$ cat src/rtl/evr_rx_link_ctrl_if.sv
// ============================================================================
// Module      : evr_rx_link_ctrl_if
// Description : GTX channel / bit-slide aligner signal bundle for the EVR
//               receive-link bring-up sequencer.
// Revision    : 1.0 - initial release
// ============================================================================
`default_nettype none

interface evr_rx_link_ctrl_if;
    logic       enable_i;
    logic       cplllock_i;
    logic       rxresetdone_i;
    logic       synced_i;
    logic [4:0] bitslide_i;
    logic       gtrxreset_o;
    logic       link_up_o;
    logic       fail_o;
    logic [9:0] retry_cnt_o;
    logic [2:0] state_o;

    modport slave (
        input  enable_i, cplllock_i, rxresetdone_i, synced_i, bitslide_i,
        output gtrxreset_o, link_up_o, fail_o, retry_cnt_o, state_o
    );

    modport master (
        output enable_i, cplllock_i, rxresetdone_i, synced_i, bitslide_i,
        input  gtrxreset_o, link_up_o, fail_o, retry_cnt_o, state_o
    );
endinterface

`default_nettype wire

$ cat src/rtl/evr_rx_link_ctrl.sv
// ============================================================================
// Module      : evr_rx_link_ctrl
// Description : EVR GTX receive-link bring-up sequencer; re-resets the channel
//               until the aligner reports the target bit-slide count.
// Revision    : 1.0 - initial release
// ============================================================================
`default_nettype none

module evr_rx_link_ctrl #(
    parameter logic [4:0]  TARGET_SLIDE     = 5'd2,
    parameter int unsigned RST_PULSE_CYCLES = 16,
    parameter int unsigned STEP_TIMEOUT     = 1_000_000,
    parameter int unsigned MAX_RETRIES      = 1023
) (
    input  wire logic          rx_clk_i,
    input  wire logic          rst_i,
    evr_rx_link_ctrl_if.slave  link
);

    typedef enum logic [2:0] {
        ST_IDLE      = 3'd0,
        ST_WAIT_LOCK = 3'd1,
        ST_RESET     = 3'd2,
        ST_WAIT_DONE = 3'd3,
        ST_WAIT_SYNC = 3'd4,
        ST_CHECK     = 3'd5,
        ST_UP        = 3'd6,
        ST_FAIL      = 3'd7
    } state_t;

    localparam logic [23:0] C_RST_LOAD  = 24'(RST_PULSE_CYCLES - 1);
    localparam logic [23:0] C_STEP_LOAD = 24'(STEP_TIMEOUT - 1);
    localparam logic [9:0]  C_MAX_RETRY = 10'(MAX_RETRIES);

    logic        lock_meta_q, lock_sync_q;
    logic        done_meta_q, done_sync_q;
    state_t      state_q, state_d;
    logic [23:0] timer_q, timer_d;
    logic [9:0]  retry_q, retry_d;
    logic        gtrxreset_q, gtrxreset_d;
    logic        link_up_q, link_up_d;
    logic        fail_q, fail_d;
    logic        retry_ev;

    always_ff @(posedge rx_clk_i or posedge rst_i) begin
        if (rst_i) begin
            lock_meta_q <= 1'b0;
            lock_sync_q <= 1'b0;
            done_meta_q <= 1'b0;
            done_sync_q <= 1'b0;
            state_q     <= ST_IDLE;
            timer_q     <= '0;
            retry_q     <= '0;
            gtrxreset_q <= 1'b1;
            link_up_q   <= 1'b0;
            fail_q      <= 1'b0;
        end else begin
            lock_meta_q <= link.cplllock_i;
            lock_sync_q <= lock_meta_q;
            done_meta_q <= link.rxresetdone_i;
            done_sync_q <= done_meta_q;
            state_q     <= state_d;
            timer_q     <= timer_d;
            retry_q     <= retry_d;
            gtrxreset_q <= gtrxreset_d;
            link_up_q   <= link_up_d;
            fail_q      <= fail_d;
        end
    end

    always_comb begin
        state_d  = state_q;
        timer_d  = timer_q;
        retry_d  = retry_q;
        retry_ev = 1'b0;

        if (!link.enable_i) begin
            state_d = ST_IDLE;
            timer_d = '0;
            retry_d = '0;
        end else if (!lock_sync_q && (state_q inside {ST_RESET, ST_WAIT_DONE,
                                                      ST_WAIT_SYNC, ST_CHECK, ST_UP})) begin
            // Lock loss overrides any coincident retry event and leaves the count alone.
            state_d = ST_WAIT_LOCK;
        end else begin
            case (state_q)
                ST_IDLE: begin
                    state_d = ST_WAIT_LOCK;
                    timer_d = '0;
                    retry_d = '0;
                end
                ST_WAIT_LOCK: begin
                    if (lock_sync_q) begin
                        state_d = ST_RESET;
                        timer_d = C_RST_LOAD;
                    end
                end
                ST_RESET: begin
                    if (timer_q == '0) begin
                        state_d = ST_WAIT_DONE;
                        timer_d = C_STEP_LOAD;
                    end else begin
                        timer_d = timer_q - 24'd1;
                    end
                end
                ST_WAIT_DONE: begin
                    if (done_sync_q) begin
                        state_d = ST_WAIT_SYNC;
                        timer_d = C_STEP_LOAD;
                    end else if (timer_q == '0) begin
                        retry_ev = 1'b1;
                    end else begin
                        timer_d = timer_q - 24'd1;
                    end
                end
                ST_WAIT_SYNC: begin
                    if (link.synced_i) begin
                        state_d = ST_CHECK;
                    end else if (timer_q == '0) begin
                        retry_ev = 1'b1;
                    end else begin
                        timer_d = timer_q - 24'd1;
                    end
                end
                ST_CHECK: begin
                    if (link.synced_i && (link.bitslide_i == TARGET_SLIDE)) begin
                        state_d = ST_UP;
                        retry_d = '0;
                    end else begin
                        retry_ev = 1'b1;
                    end
                end
                ST_UP: begin
                    if (!link.synced_i) begin
                        state_d = ST_WAIT_LOCK;
                    end
                end
                ST_FAIL: begin
                    state_d = ST_FAIL;
                end
                default: begin
                    state_d = ST_IDLE;
                end
            endcase

            if (retry_ev) begin
                if (retry_q == C_MAX_RETRY) begin
                    state_d = ST_FAIL;
                end else begin
                    retry_d = retry_q + 10'd1;
                    state_d = ST_RESET;
                    timer_d = C_RST_LOAD;
                end
            end
        end
    end

    // Outputs decode the next state so the registered copies line up with state_q.
    always_comb begin
        gtrxreset_d = (state_d inside {ST_IDLE, ST_WAIT_LOCK, ST_RESET, ST_FAIL});
        link_up_d   = (state_d == ST_UP);
        fail_d      = (state_d == ST_FAIL);
    end

    assign link.gtrxreset_o = gtrxreset_q;
    assign link.link_up_o   = link_up_q;
    assign link.fail_o      = fail_q;
    assign link.retry_cnt_o = retry_q;
    assign link.state_o     = state_q;

endmodule

`default_nettype wire

$ cat src/flat_wrapper.sv
// flat-port wrapper written by rule: the top's interface ports become plain ports
module evr_rx_link_ctrl_flat 
#(
    parameter logic [4:0]  TARGET_SLIDE     = 5'd2,
    parameter int unsigned RST_PULSE_CYCLES = 16,
    parameter int unsigned STEP_TIMEOUT     = 1_000_000,
    parameter int unsigned MAX_RETRIES      = 1023
)
  (rx_clk_i, rst_i, link_enable_i, link_cplllock_i, link_rxresetdone_i, link_synced_i, link_bitslide_i, link_gtrxreset_o, link_link_up_o, link_fail_o, link_retry_cnt_o, link_state_o);
  evr_rx_link_ctrl_if link_i ();
  input  wire logic rx_clk_i;
  input  wire logic rst_i;
  input wire logic [$bits(link_i.enable_i)-1:0] link_enable_i;
  input wire logic [$bits(link_i.cplllock_i)-1:0] link_cplllock_i;
  input wire logic [$bits(link_i.rxresetdone_i)-1:0] link_rxresetdone_i;
  input wire logic [$bits(link_i.synced_i)-1:0] link_synced_i;
  input wire logic [$bits(link_i.bitslide_i)-1:0] link_bitslide_i;
  output wire logic [$bits(link_i.gtrxreset_o)-1:0] link_gtrxreset_o;
  output wire logic [$bits(link_i.link_up_o)-1:0] link_link_up_o;
  output wire logic [$bits(link_i.fail_o)-1:0] link_fail_o;
  output wire logic [$bits(link_i.retry_cnt_o)-1:0] link_retry_cnt_o;
  output wire logic [$bits(link_i.state_o)-1:0] link_state_o;
  assign link_i.enable_i = link_enable_i;
  assign link_i.cplllock_i = link_cplllock_i;
  assign link_i.rxresetdone_i = link_rxresetdone_i;
  assign link_i.synced_i = link_synced_i;
  assign link_i.bitslide_i = link_bitslide_i;
  assign link_gtrxreset_o = link_i.gtrxreset_o;
  assign link_link_up_o = link_i.link_up_o;
  assign link_fail_o = link_i.fail_o;
  assign link_retry_cnt_o = link_i.retry_cnt_o;
  assign link_state_o = link_i.state_o;
  evr_rx_link_ctrl #(.TARGET_SLIDE(TARGET_SLIDE), .RST_PULSE_CYCLES(RST_PULSE_CYCLES), .STEP_TIMEOUT(STEP_TIMEOUT), .MAX_RETRIES(MAX_RETRIES)) u_core (.rx_clk_i(rx_clk_i), .rst_i(rst_i), .link(link_i));
endmodule
$ cat config.mk
export PLATFORM = sky130hd
export DESIGN_NAME = evr_rx_link_ctrl_flat
export DESIGN_NICKNAME = d
export VERILOG_FILES = /design/src/rtl/evr_rx_link_ctrl_if.sv /design/src/rtl/evr_rx_link_ctrl.sv /design/src/flat_wrapper.sv
export SDC_FILE = /design/constraint.sdc
export NUM_CORES = 1
export LEC_CHECK = 0
export ABC_AREA = 1
export CORE_MARGIN = 2
export CORE_UTILIZATION = 35
export CTS_CLUSTER_SIZE = 20
export DETAILED_ROUTE_END_ITERATION = 12
export SLEW_MARGIN = 20
export SYNTH_ARGS = -nofsm -noshare
export SYNTH_HDL_FRONTEND = slang
export SYNTH_SLANG_ARGS = --single-unit
$ cat constraint.sdc
create_clock -name rx_clk_i -period 3 [get_ports rx_clk_i]
set_clock_uncertainty 0.15 [all_clocks]
set_input_delay 0.3 -clock rx_clk_i [delete_from_list [all_inputs] [get_ports rx_clk_i]]
set_output_delay 0.3 -clock rx_clk_i [all_outputs]
set_load 0.05 [all_outputs]
==> results of run 1 <==
cells in the mapped netlist:
cell / instances
nand2_1: 162
nor2_1: 84
inv_1: 73
nand3_1: 44
dfrtp_1: 43
a21oi_1: 40
o21ai_0: 37
o22ai_1: 11
xor2_1: 10
nand2_4: 9
nand4_1: 9
o21ai_1: 9
nand2_2: 6
nor2_4: 6
clkbuf_1: 5
nor2_2: 5
nor3_1: 5
o211ai_1: 5
buf_6: 3
ha_1: 3
inv_2: 3
a21boi_0: 2
buf_2: 2
buf_4: 2
nand3_2: 2
nor2_8: 2
a21boi_4: 1
dfstp_2: 1
inv_4: 1
inv_6: 1
nand3b_1: 1
o211a_1: 1
o21ai_2: 1
o21bai_2: 1
cell type report:
cell class	instances	area, sq um	share of cell area (%)
multi-input combinational	456	2256	53.37
sequential	44	1102	26.08
timing repair buffer	33	312.8	7.401
inverter	78	300.3	7.105
tap	136	170.2	4.026
clock buffer	6	72.57	1.717
clock inverter	2	12.51	0.2960
layout by cell type (no fill, tap or decap), types with 2 or more instances in the layout:
cell type	count
a21boi_0	2
o21ai_1	9
o21ai_0	37
nor2_2	5
nor2_4	6
nor3_1	5
nand2_2	6
nor2_1	84
dfrtp_1	43
clkdlybuf4s50_1	26
a21oi_1	40
xor2_1	10
nor2_8	2
buf_4	7
nand2_4	9
inv_1	72
ha_1	3
o211ai_1	5
nand3_2	2
o22ai_1	11
nand4_1	9
nand2_1	162
clkbuf_8	5
nand3_1	44
inv_2	4
metal layers:
metal | wire [microns] | share of wire [%] | global-route usage [%]
met1 | 4958 | 45 | 26.30
met3 | 750 | 6.8 | 3.148
met2 | 5086 | 46 | 33.18
met4 | 280 | 2.5 | 7.514
met5 | 0 | 0 | 0
metrics by stage:
| step | total power [uW] | instance area, sq um | std cells | hold slack (ns) | utilization [%] |
|---|---|---|---|---|---|
| global placement | 4654 | 4141 | 747 | 0.1836 | 40.12 |
| finish | 5081 | 4227 | 755 | 0.02598 | 40.94 |
| floorplan | 3815 | 3736 | 590 | 0.1812 | - |
| CTS | 5062 | 4227 | 755 | 0.01898 | 40.94 |
| global route | 5613 | 4227 | 755 | 0.03984 | 40.94 |
| detailed placement | 4643 | 4141 | 747 | 0.1879 | 40.12 |
power by group through the flow:
stage / Combinational (uW) / Sequential, uW / Clock [uW]
final: 3760 / 928 / 395
after global routing: 4240 / 951 / 426
after CTS: 3730 / 924 / 412
after detailed placement: 3710 / 935 / 0
after global placement: 3720 / 935 / 0
after floorplan: 2870 / 945 / 0
worst register-to-register path, delay by kind of cell, from the launching register on:
family                   cells  cell delay, ns
buffers and inverters        1            0.12
AND/OR/NAND/NOR              7            0.93
adder cells (fa/ha/maj)      1            0.33
flip-flops                   1            0.43
AO/OA/AOI/OAI                2            0.49
registers in the layout, summed over array words and instances, names as in the netlist:
signal and cells:
u_core.link.retry_cnt_o 10, u_core.done_sync_q 1, u_core.link.fail_o 1, u_core.link.state_o 3, u_core.done_meta_q 1, u_core.link.link_up_o 1
u_core.lock_sync_q 1, u_core.lock_meta_q 1, u_core.link.gtrxreset_o 1, u_core.timer_q 24
worst min-delay path by stage:
| stage | start | end | slack (ns) | cells past startpoint |
|---|---|---|---|---|
| 2_1_floorplan | u_core.done_meta_q | u_core.done_sync_q | 0.18 | 0 |
| 3_3_place_gp | u_core.done_meta_q | u_core.done_sync_q | 0.18 | 0 |
| 3_5_place_dp | u_core.done_meta_q | u_core.done_sync_q | 0.19 | 0 |
| 4_1_cts | rst_i | u_core.link.fail_o | 0.02 | 2 |
| 5_1_grt | rst_i | u_core.link.fail_o | 0.04 | 2 |
| 6_report | rst_i | u_core.link.fail_o | 0.03 | 2 |
logic make-up (layout without fill, tap and decap cells):
logic type,count (synthesis),in the layout
AND/OR/NAND/NOR,335,335
flip-flops,44,44
AO/OA/AOI/OAI,108,108
buffers and inverters,90,119
XOR/XNOR,10,10
adder cells (fa/ha/maj),3,3
==> results.md, run 1 <==
* Max_slew headroom at 66.26%
* Reg-to-reg startpoint: u_core.timer_q[1]
* Sequential share of the synthesized area at 29.50%
* Area leader, netlist: dfrtp_1
* Remaining Overflow, GRT at 0
* Status: finished clean
* DR DRC count at 0
* Psw at a little over 3000 uW
* Largest cells by area after synthesis: dfrtp_1 (29%), nand2_1 (16%), nor2_1 (8.4%)
* Gpl congestion at 0.9215
* Crit path arrival time at 2.59 ns
* Max Clock Freq at 393.4 MHz
* Routed vias/inst at 5.195
* DRT iter0 DRCs at 205
* Area share of the largest cell type after synthesis at 28.80%
* Post-DP HPWL at 8.432 mm
* Number of H-tree levels at 2
* CP Capture Type: flip-flop
* FILL cells at 1093
* Core Area at 10320 sq um
* Layout net count at 632
* Max cap viols at 0
* Critical Path RT at 3.05 ns
* Final Hold Fails at 0
* Xor and xnor area share after synthesis at 2.344%
* Post-layout min period at 2.542 ns
* Fraction of the mapped netlist area in simple logic gates at 40.96%
* Largest net degree at the start of global routing at 23
* Gate power share at between 70% and 80%
* Ys Warns at 0
* CTS sink count at 44
* Flop pwr share at 18.3%
* Vias at 3922
* R2R cell count at 11
* Post-synthesis mux area share at 0%
* Total global-route track usage at 20.05%
* Hold Path Class: input port to asynchronous set/reset pin
* Clock transition at the registers of the reported paths at around 0.09 ns
* Std cell rows at 37
* Largest family of logic cells by synthesized area: simple AND/OR/NAND/NOR gates
* Setup TNS at 0 ns
* Synth Area in Compound Gates at ~16%
* Root Driver: clkbuf_8
* Crit path depth at 11
* Die width at 107.3 microns
* Hold Buf Count CTS at 0
* WL per Instance at 14.67 microns
* Antenna fix cells at 0
* Number of global-route vias before repair at 3742
* RSZ-0062 raised after global routing: false
* # IOs at 27
* IO Port Bufs at 26
* Post-Place Worst Slack at ~0.52 ns
* Routed wire length at 11.08 mm
* Critical Path End: u_core.timer_q[21]
* DRT Pass-1 Iters at 5
* CTS tree: yes
* Worst setup path category: flip-flop to flip-flop
* Max Fanout on Critical Path at 8
* Pwr per Cell Area at ~1200 nW/um^2
* Slew Limit Fails at 0
* Layout cells sized above 1 at 8.724%
* Mapped cell area at ~3700 sq um
* Cell family with most CP delay: simple AND/OR/NAND/NOR gates
* Clock Path Buffers at 2
* Crit path launch: u_core.timer_q[1]
* Top cell by count, worst path: nand2_1
* Antenna violations before repair at 0
* Yosys reg bits at between 40 and 50
* Crit-path slowest cell: dfrtp_1
* Period utilisation layout at 84.74%
* First-pass GRT wire length at 18.29 mm
* Syn Nets at 604
* Reg2Reg Setup Slack at 0.46 ns
* Post-synth cell types at 34
* Clock Latency Late Sink at 0.31 ns
* Worst setup SP type: flip-flop
* Initial cell density of the core at 36.19%
* VDD IR max at 0.4366 mV
* Crit path cell chain: inv_1 -> ha_1 -> nand3_1 -> nor2_1 -> nand2_2 -> o21ai_0 -> nor2_1 -> o21ai_0 -> nand2_1 -> nand2_1 -> nand2_1
* Critical path's largest stage delay at roughly 0.43 ns
* CTS Buf Count at 5
* Syn Inst Count at 590
* Final WS setup at 0.4579 ns
* WP buf/inv at 1
* DRT antenna net count at 0
* Die ar. at 11520 sq um
* Mean Syn Cell Area at approximately 6.3 sq um
* FF-to-FF End: u_core.timer_q[21]
* Worst Max-Slew Pin Slew at 0.5045 ns
* Postcts setup bufs at 0
* Final setup violation count at 0
* Internal power at 2062 uW
* Area delta synth->final at 13.13%
* Cts repair resizes at 0
* P_leak at 0.002160 uW
* Post-synthesis adder-cell area fraction at under 10%
* Sw Share at 59.42%
* Die Y at 107.3 microns
* Clk network pwr share at 7.8%
No activity file was read; power rests on OpenSTA's default activity.
==> run 2: changes to the inputs <==
Clock period 3 ns to 2.36 ns, I/O delays scaled along.
==> run 2 against run 1 <==
Effect of this change: cell count rose by 4.0%; critical path type unchanged; largest cell class unchanged; sequential share of layout area shrank 1.8 points; non-clock buffer count grew 30; largest power group unchanged; highest routed layer unchanged; clock power grew 64%; via count rose by 2.0%; global-route usage rose by 1.5 points; worst setup slack got worse by 0.32 ns; combinational power rose by 45%; routed wire length increased by 6.4%.
==> results.md, run 2 (synthesized netlist as in run 1, its figures left out) <==
* Status: finished clean
* Max cap viols at 0 (unchanged)
* Slew Limit Fails at 0 (unchanged)
* Uppermost layer routed: met4
* Reg2Reg Setup Slack at 0.14 ns (-0.32 ns)
* Max Fanout on Critical Path at 9 (+1)
* Remaining Overflow, GRT at 0 (unchanged)
* RSZ-0062 raised after global routing: true
* FF-to-FF End: u_core.timer_q[14]
* Met3 wire length at 619 microns (-17%)
* Critical Path End: u_core.timer_q[14]
* Number of H-tree levels at 2 (unchanged)
* Crit path arrival time at 2.27 ns (-0.32 ns)
* Fin util at 43.92% (+3.0 points)
* Worst setup path category: flip-flop to flip-flop
* Max Clock Freq at 449.6 MHz (+14%)
* VDD IR max at 0.7425 mV (+70%)
* DRT iter0 DRCs at 274 (+34%)
* Die ar. at 11520 sq um (unchanged)
* Number of global-route vias before repair at 3876 (+3.6%)
* Layout cells sized above 1 at 13.25% (+4.5 points)
* Final Hold Fails at 0 (unchanged)
* Max reg flops at 24 (unchanged)
* Clock Path Buffers at 2 (unchanged)
* Register area at 1102 sq um (unchanged)
* DRT antenna net count at 0 (unchanged)
* DR DRC count at 0 (unchanged)
* Hold Buf Count CTS at 0 (unchanged)
* Worst Max-Slew Pin Slew at 0.5105 ns (+0.006029 ns)
* Die Y at 107.3 microns (unchanged)
* CTS tree: yes
* Crit path launch: u_core.link.state_o[1]
* Antenna violations before repair at 0 (unchanged)
* Core Area at 10320 sq um (unchanged)
* First-pass GRT wire length at 19.46 mm (+6.4%)
* Post-DP HPWL at 8.904 mm (+5.6%)
* Total Power at 7264 uW (+43%)
* Final setup violation count at 0 (unchanged)
* Pwr per Cell Area at 1602 nW/um^2 (+33%)
* Post-layout min period at 2.224 ns (-0.3178 ns)
* Clock Latency Late Sink at 0.32 ns (about the same)
* Routed wl met2 at 5.516 mm (+8.5%)
* Area delta synth->final at 21.37%
* DRT Pass-1 Iters at 5 (unchanged)
* Std cell rows at 37 (unchanged)
* IO Port Bufs at 26 (unchanged)
* Die width at 107.3 microns (unchanged)
* Worst setup SP type: flip-flop
* P_leak at 0.002334 uW (+8.1%)
* Largest net degree at the start of global routing at 45 (+96%)
* # IOs at 27 (unchanged)
* FILL cells at 1094 (+0.091%)
* Total global-route track usage at 21.51% (+1.5 points)
* Vias at 4000 (+2.0%)
* Antenna fix cells at 0 (unchanged)
* Most common cell after layout, fill and taps aside: nand2_1
* Hold Path Class: input port to asynchronous set/reset pin
* Critical Path RT at 2.41 ns (-0.64 ns)
* Most frequent cells in the layout: nand2_1 (162), nor2_1 (84), inv_1 (72), nand3_1 (44), dfrtp_1 (43)
* Layout net count at 662 (+4.7%)
* M1 WL at 5.210 mm (+5.1%)
* Routed wire length at 11.79 mm (+6.4%)
* Gpl congestion at 0.8925 (-3.1%)
* R2R cell count at 7 (-4)
* CP Capture Type: flip-flop
* Initial cell density of the core at 36.19% (unchanged)
* Period utilisation layout at 94.25% (+9.5 points)
* Multi-input gate area at 2277 sq um (+0.94%)
* Reg-to-reg startpoint: u_core.link.state_o[1]
* WL per Instance at 15.01 microns (+2.3%)
* Biggest register: u_core.timer_q
* Clock transition at the registers of the reported paths at 0.09 ns (about the same)
* Routed vias/inst at 5.096 (-1.9%)
* CTS sink count at 44 (unchanged)
* CTS Buf Count at 5 (unchanged)
* Root Driver: clkbuf_8
* Max_slew headroom at 65.88% (-0.38 points)
==> run 2: cell types whose count changed in the layout (fill, tap and decap cells not counted), sizes merged <==
cell      previous run  this run
buf                  7        37
bufinv               0         1
clkinvlp             1         0
==> run 2: worst min-delay path by stage <==
| stage | endpoint | slack, ns | cells after the start |
|---|---|---|---|
| after floorplan | u_core.done_meta_q | 0.12 | 0 |
| after global placement | u_core.done_sync_q | 0.18 | 0 |
| after detailed placement | u_core.done_sync_q | 0.19 | 0 |
| after CTS | u_core.link.retry_cnt_o[5] | 0.12 | 3 |
| after global routing | u_core.link.fail_o | 0.16 | 3 |
| final | u_core.link.fail_o | 0.11 | 3 |
==> run 2: area by class of cell <==
class | instances | area share [%]
multi-input combinational | 456 | 50.22
sequential | 44 | 24.31
timing repair buffer | 63 | 12.42
inverter | 78 | 6.623
tap | 136 | 3.753
clock buffer | 6 | 1.821
clock inverter | 2 | 0.8554
==> run 2: where the power goes <==
part	internal [uW]	switching, uW
combinational	1950	3520
sequential	915	228
clock	347	302
==> run 2: repair_timing <==
item	CTS	global route
setup buffers	0	1
endpoints found under the hold margin	0	0
endpoints found under the setup margin	0	31
gates resized for setup	0	3
==> run 2: metrics by stage <==
stage,hold WS (ns),setup WS (ns),TNS [ns],cells,area (sq um)
final,0.1072,0.1357,0,785,4534
after global routing,0.1568,-0.008442,-0.008442,785,4534
after floorplan,0.1174,0.1693,0,590,3736
after global placement,0.1821,0.06980,0,776,4384
after CTS,0.1152,0.001820,0,784,4506
after detailed placement,0.1871,0.01308,0,776,4384
==> run 2: critical path, stage by stage (launching register included) <==
cell and delay [ns]:
dfrtp_1 0.48, nor2_2 0.25, inv_1 0.09, nand2_1 0.23, nand2_1 0.38, a21oi_1 0.24, a21boi_0 0.20, o22ai_1 0.10
==> run 2: metal layers <==
metal,track usage (%),vias up
met1,28.00,1840
met5,0,-
li1,-,2014
met2,35.58,116
met3,3.632,30
met4,8.256,0
==> run 3: changes to the inputs <==
Settings changed: CORE_MARGIN 2 to 4.
==> run 3 against run 2 <==
Effect of this change: global-route usage is 1.4 points lower; critical path type unchanged; sequential power about the same; clock power increased by 2%; critical path depth increased by 8.
==> results.md, run 3 (synthesized netlist as in run 1, its figures left out) <==
* Total global-route track usage at 20.06% (-1.4 points)
* Most common cell after layout, fill and taps aside: nand2_1
* Slew Limit Fails at 0 (unchanged)
* Postcts setup bufs at 0 (unchanged)
* Root Driver: clkbuf_8
* Period utilisation layout at 94.00% (-0.24 points)
* Max_slew headroom at 57.09% (-8.8 points)
* Hold Path Class: input port to asynchronous set/reset pin
* CTS sink count at 44 (unchanged)
* Pwr per Cell Area at 1628 nW/um^2 (+1.7%)
* Critical Path RT at 2.42 ns (about the same)
* Die ar. at 12390 sq um (+7.6%)
* Die Y at 111.3 microns (+3.7%)
* Antenna fix cells at 0 (unchanged)
* First-pass GRT wire length at 20.44 mm (+5.1%)
* Most frequent cells in the layout: nand2_1 (162), nor2_1 (81), inv_1 (72), nand3_1 (44), dfrtp_1 (43)
* Post-layout min period at 2.219 ns (-0.005765 ns)
* Crit-path slowest cell: dfrtp_1
* Post-DP HPWL at 9.277 mm (+4.2%)
* VDD IR max at 0.6891 mV (-7.2%)
* DRT antenna net count at 0 (unchanged)
* Clock Latency Late Sink at 0.32 ns (about the same)
* Final Hold Fails at 0 (unchanged)
* Placed instance area at 4387 sq um (about the same)
* Std cell rows at 37 (unchanged)
* WP buf/inv at 4 (+3)
* Remaining Overflow, GRT at 0 (unchanged)
* Routed wire length at 12.24 mm (+3.8%)
* Met3 wire length at 815 microns (+32%)
* CTS tree: yes
* Worst Max-Slew Pin Slew at 0.6430 ns (+0.1324 ns)
* Core Area at 10370 sq um (+0.45%)
* Total Power at 7400 uW (+1.9%)
* Hold Buf Count CTS at 0 (unchanged)
* Number of global-route vias before repair at 4017 (+3.6%)
* Max Clock Freq at 450.8 MHz (+0.26%)
* # IOs at 27 (unchanged)
* Layout net count at 663 (+0.15%)
* Max cap viols at 0 (unchanged)
* Biggest register: u_core.timer_q
* Clock Path Buffers at 2 (unchanged)
* Crit path launch: u_core.timer_q[0]
* Worst setup SP type: flip-flop
* Max reg flops at 24 (unchanged)
* Cell family with most CP delay: simple AND/OR/NAND/NOR gates
* Die width at 111.3 microns (+3.7%)
* Finished layout cell area at 4544 sq um (+0.22%)
* Final setup violation count at 0 (unchanged)
* Reg-to-reg startpoint: u_core.timer_q[0]
* CTS Buf Count at 5 (unchanged)
* Uppermost layer routed: met4
* Clock transition at the registers of the reported paths at 0.10 ns (about the same)
* Gpl congestion at 0.9055 (+1.5%)
* Largest net degree at the start of global routing at 45 (unchanged)
* Initial cell density of the core at 36.03% (-0.16 points)
* P_leak at 0.002339 uW (+0.19%)
* DRT Pass-1 Iters at 6 (+1)
* Max Fanout on Critical Path at 13 (+4)
* Crit path cell chain: inv_1 -> ha_4 -> nand2_4 -> nor2_8 -> nand2_4 -> nor2_8 -> nand2_4 -> nand2_4 -> nand2_4 -> nand2_8 -> inv_6 -> nand2_4 -> inv_4 -> nand3_2 -> inv_1
* RSZ-0062 raised after global routing: true
* Worst setup path category: flip-flop to flip-flop
* IO Port Bufs at 26 (unchanged)
* Layout cells sized above 1 at 13.85% (+0.59 points)
* M1 WL at 5.610 mm (+7.7%)
* Critical path's largest stage delay at 0.41 ns (-0.07 ns)
* Status: finished clean
* DR DRC count at 0 (unchanged)
* Vias at 4099 (+2.5%)
* Crit path arrival time at 2.28 ns (about the same)
* Area delta synth->final at 21.63%
* FILL cells at 1151 (+5.2%)
* Number of H-tree levels at 2 (unchanged)
* Antenna violations before repair at 0 (unchanged)
* CP Capture Type: flip-flop
* DRT iter0 DRCs at 414 (+51%)
* WL per Instance at 15.57 microns (+3.7%)
* Routed vias/inst at 5.215 (+2.3%)
* Top cell by count, worst path: nand2_4
* Routed wl met2 at 5.589 mm (+1.3%)
-- run 3: where the power goes --
part / switching (uW) / internal (uW) / leakage, uW
clock network: 311 / 347 / 0.0000614
logic: 3620 / 2000 / 0.00168
registers: 210 / 914 / 0.000595
total: 4140 / 3260 / 0.00234
-- run 3: final cells by class --
type,count,area (sq um),share of cell area [%]
tap,136,170.2,3.744
multi-input combinational,456,2292,50.44
clock buffer,6,82.58,1.817
clock inverter,2,38.79,0.8535
timing repair buffer,64,558.0,12.28
inverter,78,300.3,6.608
sequential,44,1102,24.26
-- run 3: final timing paths --
path | to | slack [ns] | cells after the start
worst max-delay path | u_core.link.fail_o | 0.14 | 15
worst min-delay path | u_core.lock_meta_q | 0.11 | 3
worst max register to register | u_core.link.fail_o | 0.14 | 15
worst min register to register | u_core.done_sync_q | 0.21 | 0
max in group asynchronous | u_core.link.gtrxreset_o | 1.69 | 3
min in group rx_clk_i | u_core.done_sync_q | 0.21 | 0
-- run 3: worst reg2reg max path, stage by stage (launching register included) --
cell and delay [ns]:
dfrtp_1 0.41, inv_1 0.16, ha_4 0.20, nand2_4 0.10
nor2_8 0.13, nand2_4 0.08, nor2_8 0.19, nand2_4 0.09
nand2_4 0.07, nand2_4 0.12, nand2_8 0.14, inv_6 0.07
nand2_4 0.08, inv_4 0.04, nand3_2 0.06, inv_1 0.04
-- run 3: metal layers --
layer / up-vias / global-route usage, %
met5: - / 0
met4: 0 / 5.434
met3: 21 / 3.439
met2: 156 / 32.37
met1: 1904 / 27.80
li1: 2018 / -
-- run 3: through the flow --
step	worst slack (ns)	util, %	instances	hold WS [ns]	setup TNS, ns
finish	0.1415	43.82	786	0.1085	0
detailed placement	-0.02320	42.30	778	0.1912	-0.03065
global route	-0.02021	43.82	786	0.1401	-0.05693
CTS	0.04795	43.50	786	0.1221	0
floorplan	0.1693	-	590	0.1174	0
global placement	0.05200	42.30	778	0.1816	0
-- run 3: timing repair --
item / in CTS / in global routing
endpoints found under the hold margin: 0 / 0
setup endpoints to repair: 5 / 16
gates resized for setup: 1 / 6
